## config.mk

```make
export PLATFORM = sky130hd
export DESIGN_NAME = branch_predictor_flat
export DESIGN_NICKNAME = d
export VERILOG_FILES = /design/src/rtl/branch_predictor_if.sv /design/src/rtl/branch_predictor.sv /design/src/flat_wrapper.sv
export SDC_FILE = /design/constraint.sdc
export NUM_CORES = 2
export LEC_CHECK = 0
export ABC_CLOCK_PERIOD_IN_PS = 5400
export BUFFER_PORTS_ARGS = -buffer_cell sky130_fd_sc_hd__buf_4
export CAP_MARGIN = 20
export CORE_AREA = 2 2 315 317
export CTS_CLUSTER_DIAMETER = 100
export DETAILED_ROUTE_END_ITERATION = 8
export DIE_AREA = 0 0 317 319
export PLACE_DENSITY = 0.85
export SYNTH_ARGS = -nofsm -noshare
export SYNTH_HDL_FRONTEND = slang
export SYNTH_SLANG_ARGS = --single-unit
```

## constraint.sdc

```tcl
create_clock -name clock -period 5.4 [get_ports clock]
set_input_delay 1.08 -clock clock [delete_from_list [all_inputs] [get_ports clock]]
set_output_delay 1.08 -clock clock [all_outputs]
set_load 0.02 [all_outputs]
```

## src/rtl/branch_predictor_if.sv

```systemverilog
// Pipeline-facing bundle for the branch predictor: IF-stage lookup, MEM-stage
// resolution/training, mispredict redirect and statistics.
interface branch_predictor_if #(
  parameter int ADDR_W = 32,
  parameter int CNT_W  = 32
);
  logic              lookup_pc_dummy_unused;
  logic [ADDR_W-1:0] lookup_pc;
  logic              pred_taken;
  logic [ADDR_W-1:0] pred_target;

  logic              update_valid;
  logic [ADDR_W-1:0] update_pc;
  logic              update_is_jump;
  logic              update_taken;
  logic [ADDR_W-1:0] update_target;
  logic              update_pred_taken;
  logic [ADDR_W-1:0] update_pred_target;
  logic              invalidate;

  logic              mispredict;
  logic [ADDR_W-1:0] redirect_pc;
  logic [CNT_W-1:0]  branch_cnt;
  logic [CNT_W-1:0]  mispredict_cnt;

  assign lookup_pc_dummy_unused = 1'b0;

  modport master (
    output lookup_pc, update_valid, update_pc, update_is_jump, update_taken,
           update_target, update_pred_taken, update_pred_target, invalidate,
    input  pred_taken, pred_target, mispredict, redirect_pc, branch_cnt,
           mispredict_cnt
  );

  modport slave (
    input  lookup_pc, update_valid, update_pc, update_is_jump, update_taken,
           update_target, update_pred_taken, update_pred_target, invalidate,
    output pred_taken, pred_target, mispredict, redirect_pc, branch_cnt,
           mispredict_cnt
  );
endinterface

```

## src/rtl/branch_predictor.sv

```systemverilog
// Direct-mapped branch target buffer with 2-bit saturating direction counters,
// MEM-stage training, mispredict redirect and saturating statistics counters.
module branch_predictor #(
  parameter int         ENTRIES  = 16,
  parameter int         ADDR_W   = 32,
  parameter logic [1:0] CTR_INIT = 2'b01,
  parameter int         CNT_W    = 32
) (
  input logic          clock,
  input logic          reset,
  branch_predictor_if.slave bus
);
  localparam int IDX_W = $clog2(ENTRIES);
  localparam int TAG_W = ADDR_W - IDX_W - 2;

  logic [ENTRIES-1:0] valid;
  logic [ENTRIES-1:0] jmp;
  logic [TAG_W-1:0]   tag    [ENTRIES];
  logic [ADDR_W-1:0]  target [ENTRIES];
  logic [1:0]         ctr    [ENTRIES];
  logic [CNT_W-1:0]   branch_cnt;
  logic [CNT_W-1:0]   mispredict_cnt;

  logic [IDX_W-1:0] lk_idx;
  logic [IDX_W-1:0] up_idx;
  logic [TAG_W-1:0] lk_tag;
  logic [TAG_W-1:0] up_tag;
  logic             lk_hit;
  logic             up_hit;
  logic             lk_taken;
  logic             mispredict;
  logic             unused_bits;

  assign lk_idx = bus.lookup_pc[IDX_W+1:2];
  assign lk_tag = bus.lookup_pc[ADDR_W-1:IDX_W+2];
  assign up_idx = bus.update_pc[IDX_W+1:2];
  assign up_tag = bus.update_pc[ADDR_W-1:IDX_W+2];
  assign unused_bits = ^bus.lookup_pc[1:0];

  // Lookup reads the registered table only, so a same-cycle update is not visible.
  assign lk_hit   = valid[lk_idx] && (tag[lk_idx] == lk_tag);
  assign up_hit   = valid[up_idx] && (tag[up_idx] == up_tag);
  assign lk_taken = lk_hit && (jmp[lk_idx] || ctr[lk_idx][1]);

  assign bus.pred_taken  = lk_taken;
  assign bus.pred_target = lk_taken ? target[lk_idx] : '0;

  assign mispredict = bus.update_valid &&
                      ((bus.update_taken != bus.update_pred_taken) ||
                       (bus.update_taken && (bus.update_target != bus.update_pred_target)));
  assign bus.mispredict     = mispredict;
  assign bus.redirect_pc    = bus.update_taken ? bus.update_target
                                               : bus.update_pc + ADDR_W'(4);
  assign bus.branch_cnt     = branch_cnt;
  assign bus.mispredict_cnt = mispredict_cnt;

  always_ff @(posedge clock or negedge reset) begin
    if (!reset) begin
      valid          <= '0;
      jmp            <= '0;
      branch_cnt     <= '0;
      mispredict_cnt <= '0;
      for (int i = 0; i < ENTRIES; i++) begin
        tag[i]    <= '0;
        target[i] <= '0;
        ctr[i]    <= CTR_INIT;
      end
    end else begin
      if (bus.update_valid && (branch_cnt != '1))
        branch_cnt <= branch_cnt + CNT_W'(1);
      if (mispredict && (mispredict_cnt != '1))
        mispredict_cnt <= mispredict_cnt + CNT_W'(1);

      // Invalidate wins over training; the statistics above still see the update.
      if (bus.invalidate) begin
        valid <= '0;
      end else if (bus.update_valid) begin
        if (up_hit) begin
          if (bus.update_is_jump) begin
            ctr[up_idx]    <= 2'b11;
            target[up_idx] <= bus.update_target;
            jmp[up_idx]    <= 1'b1;
          end else begin
            if (bus.update_taken) begin
              if (ctr[up_idx] != 2'b11)
                ctr[up_idx] <= ctr[up_idx] + 2'd1;
              target[up_idx] <= bus.update_target;
            end else if (ctr[up_idx] != 2'b00) begin
              ctr[up_idx] <= ctr[up_idx] - 2'd1;
            end
            jmp[up_idx] <= 1'b0;
          end
        end else if (bus.update_taken) begin
          valid[up_idx]  <= 1'b1;
          tag[up_idx]    <= up_tag;
          target[up_idx] <= bus.update_target;
          jmp[up_idx]    <= bus.update_is_jump;
          ctr[up_idx]    <= bus.update_is_jump ? 2'b11 : 2'b10;
        end
      end
    end
  end
endmodule

```

## src/flat_wrapper.sv

```systemverilog
// flat-port wrapper written by rule: the top's interface ports become plain ports
module branch_predictor_flat 
#(
  parameter int         ENTRIES  = 16,
  parameter int         ADDR_W   = 32,
  parameter logic [1:0] CTR_INIT = 2'b01,
  parameter int         CNT_W    = 32
)
  (clock, reset, bus_lookup_pc, bus_update_valid, bus_update_pc, bus_update_is_jump, bus_update_taken, bus_update_target, bus_update_pred_taken, bus_update_pred_target, bus_invalidate, bus_pred_taken, bus_pred_target, bus_mispredict, bus_redirect_pc, bus_branch_cnt, bus_mispredict_cnt);
  branch_predictor_if #(.ADDR_W(ADDR_W), .CNT_W(CNT_W)) bus_i ();
  input logic clock;
  input logic reset;
  input wire logic [$bits(bus_i.lookup_pc)-1:0] bus_lookup_pc;
  input wire logic [$bits(bus_i.update_valid)-1:0] bus_update_valid;
  input wire logic [$bits(bus_i.update_pc)-1:0] bus_update_pc;
  input wire logic [$bits(bus_i.update_is_jump)-1:0] bus_update_is_jump;
  input wire logic [$bits(bus_i.update_taken)-1:0] bus_update_taken;
  input wire logic [$bits(bus_i.update_target)-1:0] bus_update_target;
  input wire logic [$bits(bus_i.update_pred_taken)-1:0] bus_update_pred_taken;
  input wire logic [$bits(bus_i.update_pred_target)-1:0] bus_update_pred_target;
  input wire logic [$bits(bus_i.invalidate)-1:0] bus_invalidate;
  output wire logic [$bits(bus_i.pred_taken)-1:0] bus_pred_taken;
  output wire logic [$bits(bus_i.pred_target)-1:0] bus_pred_target;
  output wire logic [$bits(bus_i.mispredict)-1:0] bus_mispredict;
  output wire logic [$bits(bus_i.redirect_pc)-1:0] bus_redirect_pc;
  output wire logic [$bits(bus_i.branch_cnt)-1:0] bus_branch_cnt;
  output wire logic [$bits(bus_i.mispredict_cnt)-1:0] bus_mispredict_cnt;
  assign bus_i.lookup_pc = bus_lookup_pc;
  assign bus_i.update_valid = bus_update_valid;
  assign bus_i.update_pc = bus_update_pc;
  assign bus_i.update_is_jump = bus_update_is_jump;
  assign bus_i.update_taken = bus_update_taken;
  assign bus_i.update_target = bus_update_target;
  assign bus_i.update_pred_taken = bus_update_pred_taken;
  assign bus_i.update_pred_target = bus_update_pred_target;
  assign bus_i.invalidate = bus_invalidate;
  assign bus_pred_taken = bus_i.pred_taken;
  assign bus_pred_target = bus_i.pred_target;
  assign bus_mispredict = bus_i.mispredict;
  assign bus_redirect_pc = bus_i.redirect_pc;
  assign bus_branch_cnt = bus_i.branch_cnt;
  assign bus_mispredict_cnt = bus_i.mispredict_cnt;
  branch_predictor #(.ENTRIES(ENTRIES), .ADDR_W(ADDR_W), .CTR_INIT(CTR_INIT), .CNT_W(CNT_W)) u_core (.clock(clock), .reset(reset), .bus(bus_i));
endmodule
```

==> results.py <==
metrics = {
    "logic_synthesis": {
        "yosys.cell_count.top_type": "dfrtp_1",
        "yosysTopAreaCell": "dfrtp_1",
        "syn_area_per_cell_sq_um": 15.06,
        "syn_inst": 3600,
        "ys_ff_latch": 1056,
        "synth_edf_count": 0,
        "syn-num-nets": 3743,
        "synthTopCellsByCount": "1040 x dfrtp_1, 829 x mux2_2, 384 x mux4_2",
        "synth_cell_types": 68,
        "async_flop_share_pct": 100.0,
        "synth_top_area_share_pct": 47.99,
        "synth_ff_type": "dfrtp_1",
        "syn_area_sq_mm": 0.05423,
        "synthTopCellsByArea": "dfrtp_1 48%, mux2_2 17%, mux4_2 16%, mux2_4 3.3%, xnor2_1 1.6%",
        "ys_warn_count": 0,
        "ys_seq_area_share_pct": 48.77,
    },
    "die": {
        "ioPinCount": 265,
        "die_h_um": 319,
        "dieWidth_um": 317,
        "core_sq_mm": 0.09770,
        "fp.dieArea_sq_mm": 0.1011,
        "start_util_pct": 55.50,
        "num_rows": 115,
    },
    "clock_network": {
        "path_clk_slew_ps": 60,
        "clock-sinks": 1056,
        "cts_hold_buffers": 0,
        "clock-root-buffer": "clkbuf_16",
        "clkLatencyLatePin_ps": 730,
        "htree_levels": 3,
        "clockBufferDepth": 3,
        "cts_tree": "yes",
        "cts_buffers": 107,
    },
    "detailed_routing": {
        "first_pass_iters": 8,
        "wirelength_um": 152800,
        "ant_nets": 0,
        "viasPerCell": 6.606,
        "drt_iter0_drc": 3463,
        "wl_per_cell_um": 29.44,
        "vias": 34290,
        "drc": 0,
    },
    "finish": {
        "final_nets": 3955,
        "fin_util_pct": 63.87,
        "syn2layout_area_growth_pct": 15.08,
        "drive_above_1_share_pct": 52.01,
        "fillerInstances": 6693,
    },
    "outcome": {
        "outcome": "finished clean",
    },
    "sta": {
        "relSlewSlack_pct": 19.85,
        "period_share_pct": 99.90,
        "setup_violations": 0,
        "whs_ps": 455.8,
        "finalHoldViolCount": 0,
        "final.setup_skew_ps": 65.50,
        "drv_slew": 0,
        "setup_ws_ps": 5.605,
        "tightest_slew_ps": 1198,
        "finalCriticalPeriod_ps": 5394,
        "max_clock_freq_mhz": 185.4,
    },
    "min_path": {
        "min_path_type": "primary input to asynchronous set/reset pin",
    },
    "placed_design": {
        "dp_hpwl_um": 95850,
        "io_buffers": 262,
        "place.gp.congestion": 0.9343,
        "pre_cts_ws_ps": -516.6,
    },
    "grt": {
        "antenna_found_initial": 11,
        "grt_max_degree": 127,
        "grt_overflow": 0,
        "grt_pass1_vias": 35920,
        "grt_first_pass_wirelength_um": 229400,
        "grtUsageTotal_pct": 30.31,
    },
    "pwr": {
        "powerDensity_mw_per_mm2": 339.1,
        "power.leakage_uw": 0.02846,
        "ir_drop_uv": 264.9,
    },
    "critical_path": {
        "cp.required_ps": 4320,
        "cp_data_arrival_time_ps": 4310,
        "path_max_fanout": 17,
        "cp-start-kind": "primary input",
        "endpoint_kind": "primary output",
        "path_class": "primary input to primary output",
    },
    "run": {
        "maxCapViolations": 0,
    },
}
[sequential cells by signal, summed over array words and instances (netlist names), named ones only]
register and cells:
u_core.bus.branch_cnt 32, u_core.bus.mispredict_cnt 32, u_core.ctr 32, u_core.tag 416, u_core.target 512, u_core.valid 16
[through the flow]
step / TNS (ps) / instance area (sq um) / power [uW] / cells
6_report: 0 / 62400 / 21160 / 5191
5_1_grt: -144.2 / 62400 / 21860 / 5191
4_1_cts: 0 / 62190 / 21170 / 5185
3_5_place_dp: -15570 / 58170 / 13210 / 4978
3_3_place_gp: -13930 / 58150 / 13010 / 4977
2_1_floorplan: 0 / 54240 / 11980 / 3600
[where the power goes]
group / switching (uW) / total [uW] / internal [uW] / leakage (uW)
Clock: 3310 / 7940 / 4640 / 0.00186
Sequential: 750 / 9710 / 8960 / 0.0140
Combinational: 1510 / 3510 / 2000 / 0.0126
[worst max-delay path: stages]
cell and delay, ps:
buf_4 300, buf_12 230, ha_1 190, nand3_1 140, nor2_1 270, nand4_1 190, nor2_1 180, nand3_1 220
or2_2 420, nor2b_1 270, xnor2_2 190, o21ai_0 380, buf_4 220
[cell usage in the layout (no fill, tap or decap), types with 57 or more instances in the layout]
| cell | instances |
|---|---|
| buf_4 | 366 |
| xnor2_1 | 90 |
| clkbuf_16 | 109 |
| nor2_1 | 57 |
| xor2_1 | 78 |
| mux4_2 | 384 |
| dfrtp_1 | 1040 |
| nand2_1 | 92 |
| mux2_4 | 120 |
| o21ai_0 | 66 |
| mux2i_1 | 81 |
| mux2_2 | 829 |
[per-layer routing]
metal | global-route usage [%] | share of wire (%) | wire (um) | vias to the layer above
met5 | 0 | 0.065 | 99 | -
met4 | 13.83 | 4.8 | 7406 | 16
met3 | 8.037 | 9.5 | 14470 | 441
met2 | 47.13 | 48 | 72840 | 1717
met1 | 40.05 | 38 | 58010 | 18240
li1 | - | - | - | 13880
[cell families after synthesis]
| kind of cell | count (synthesis) | share of synthesized area [%] |
|---|---|---|
| multiplexers | 1453 | 38.87 |
| flip-flops | 1056 | 48.77 |
| AND/OR/NAND/NOR | 383 | 3.775 |
| buffers and inverters | 352 | 3.295 |
| XOR/XNOR | 178 | 2.875 |
| AO/OA/AOI/OAI | 170 | 2.227 |
| adder cells (fa/ha/maj) | 8 | 0.1846 |
[repair_timing]
item,in CTS,in global routing
cloned,2,2
pin swaps,2,2
setup buffers,5,2
gates resized for setup,18,25
setup endpoints to repair,33,37
[path summary, 6_finish.rpt]
check / startpoint / endpoint / slack (ps) / depth (start not counted)
worst max register to register: u_core.tag[385] / u_core.tag[24] / 1150 / 11
worst min-delay path: reset / u_core.target[254] / 460 / 1
worst max-delay path: bus_update_pc[2] / bus_redirect_pc[28] / 6 / 13
min in group clock: u_core.target[181] / u_core.target[181] / 490 / 1
max in group asynchronous: reset / u_core.tag[171] / 3570 / 2
worst min register to register: u_core.target[181] / u_core.target[181] / 490 / 1
[final cells by class]
type | instances | area [sq um] | share of cell area [%]
Antenna cell | 1 | 2.502 | 0.004010
Timing Repair Buffer | 440 | 4205 | 6.739
Sequential cell | 1056 | 26450 | 42.38
Inverter | 15 | 56.30 | 0.09023
Tap cell | 1287 | 1610 | 2.581
Multi-Input combinational cell | 2192 | 26260 | 42.09
Clock buffer | 154 | 3174 | 5.087
Clock inverter | 46 | 643.1 | 1.031
(Power assumes the default switching activity.)
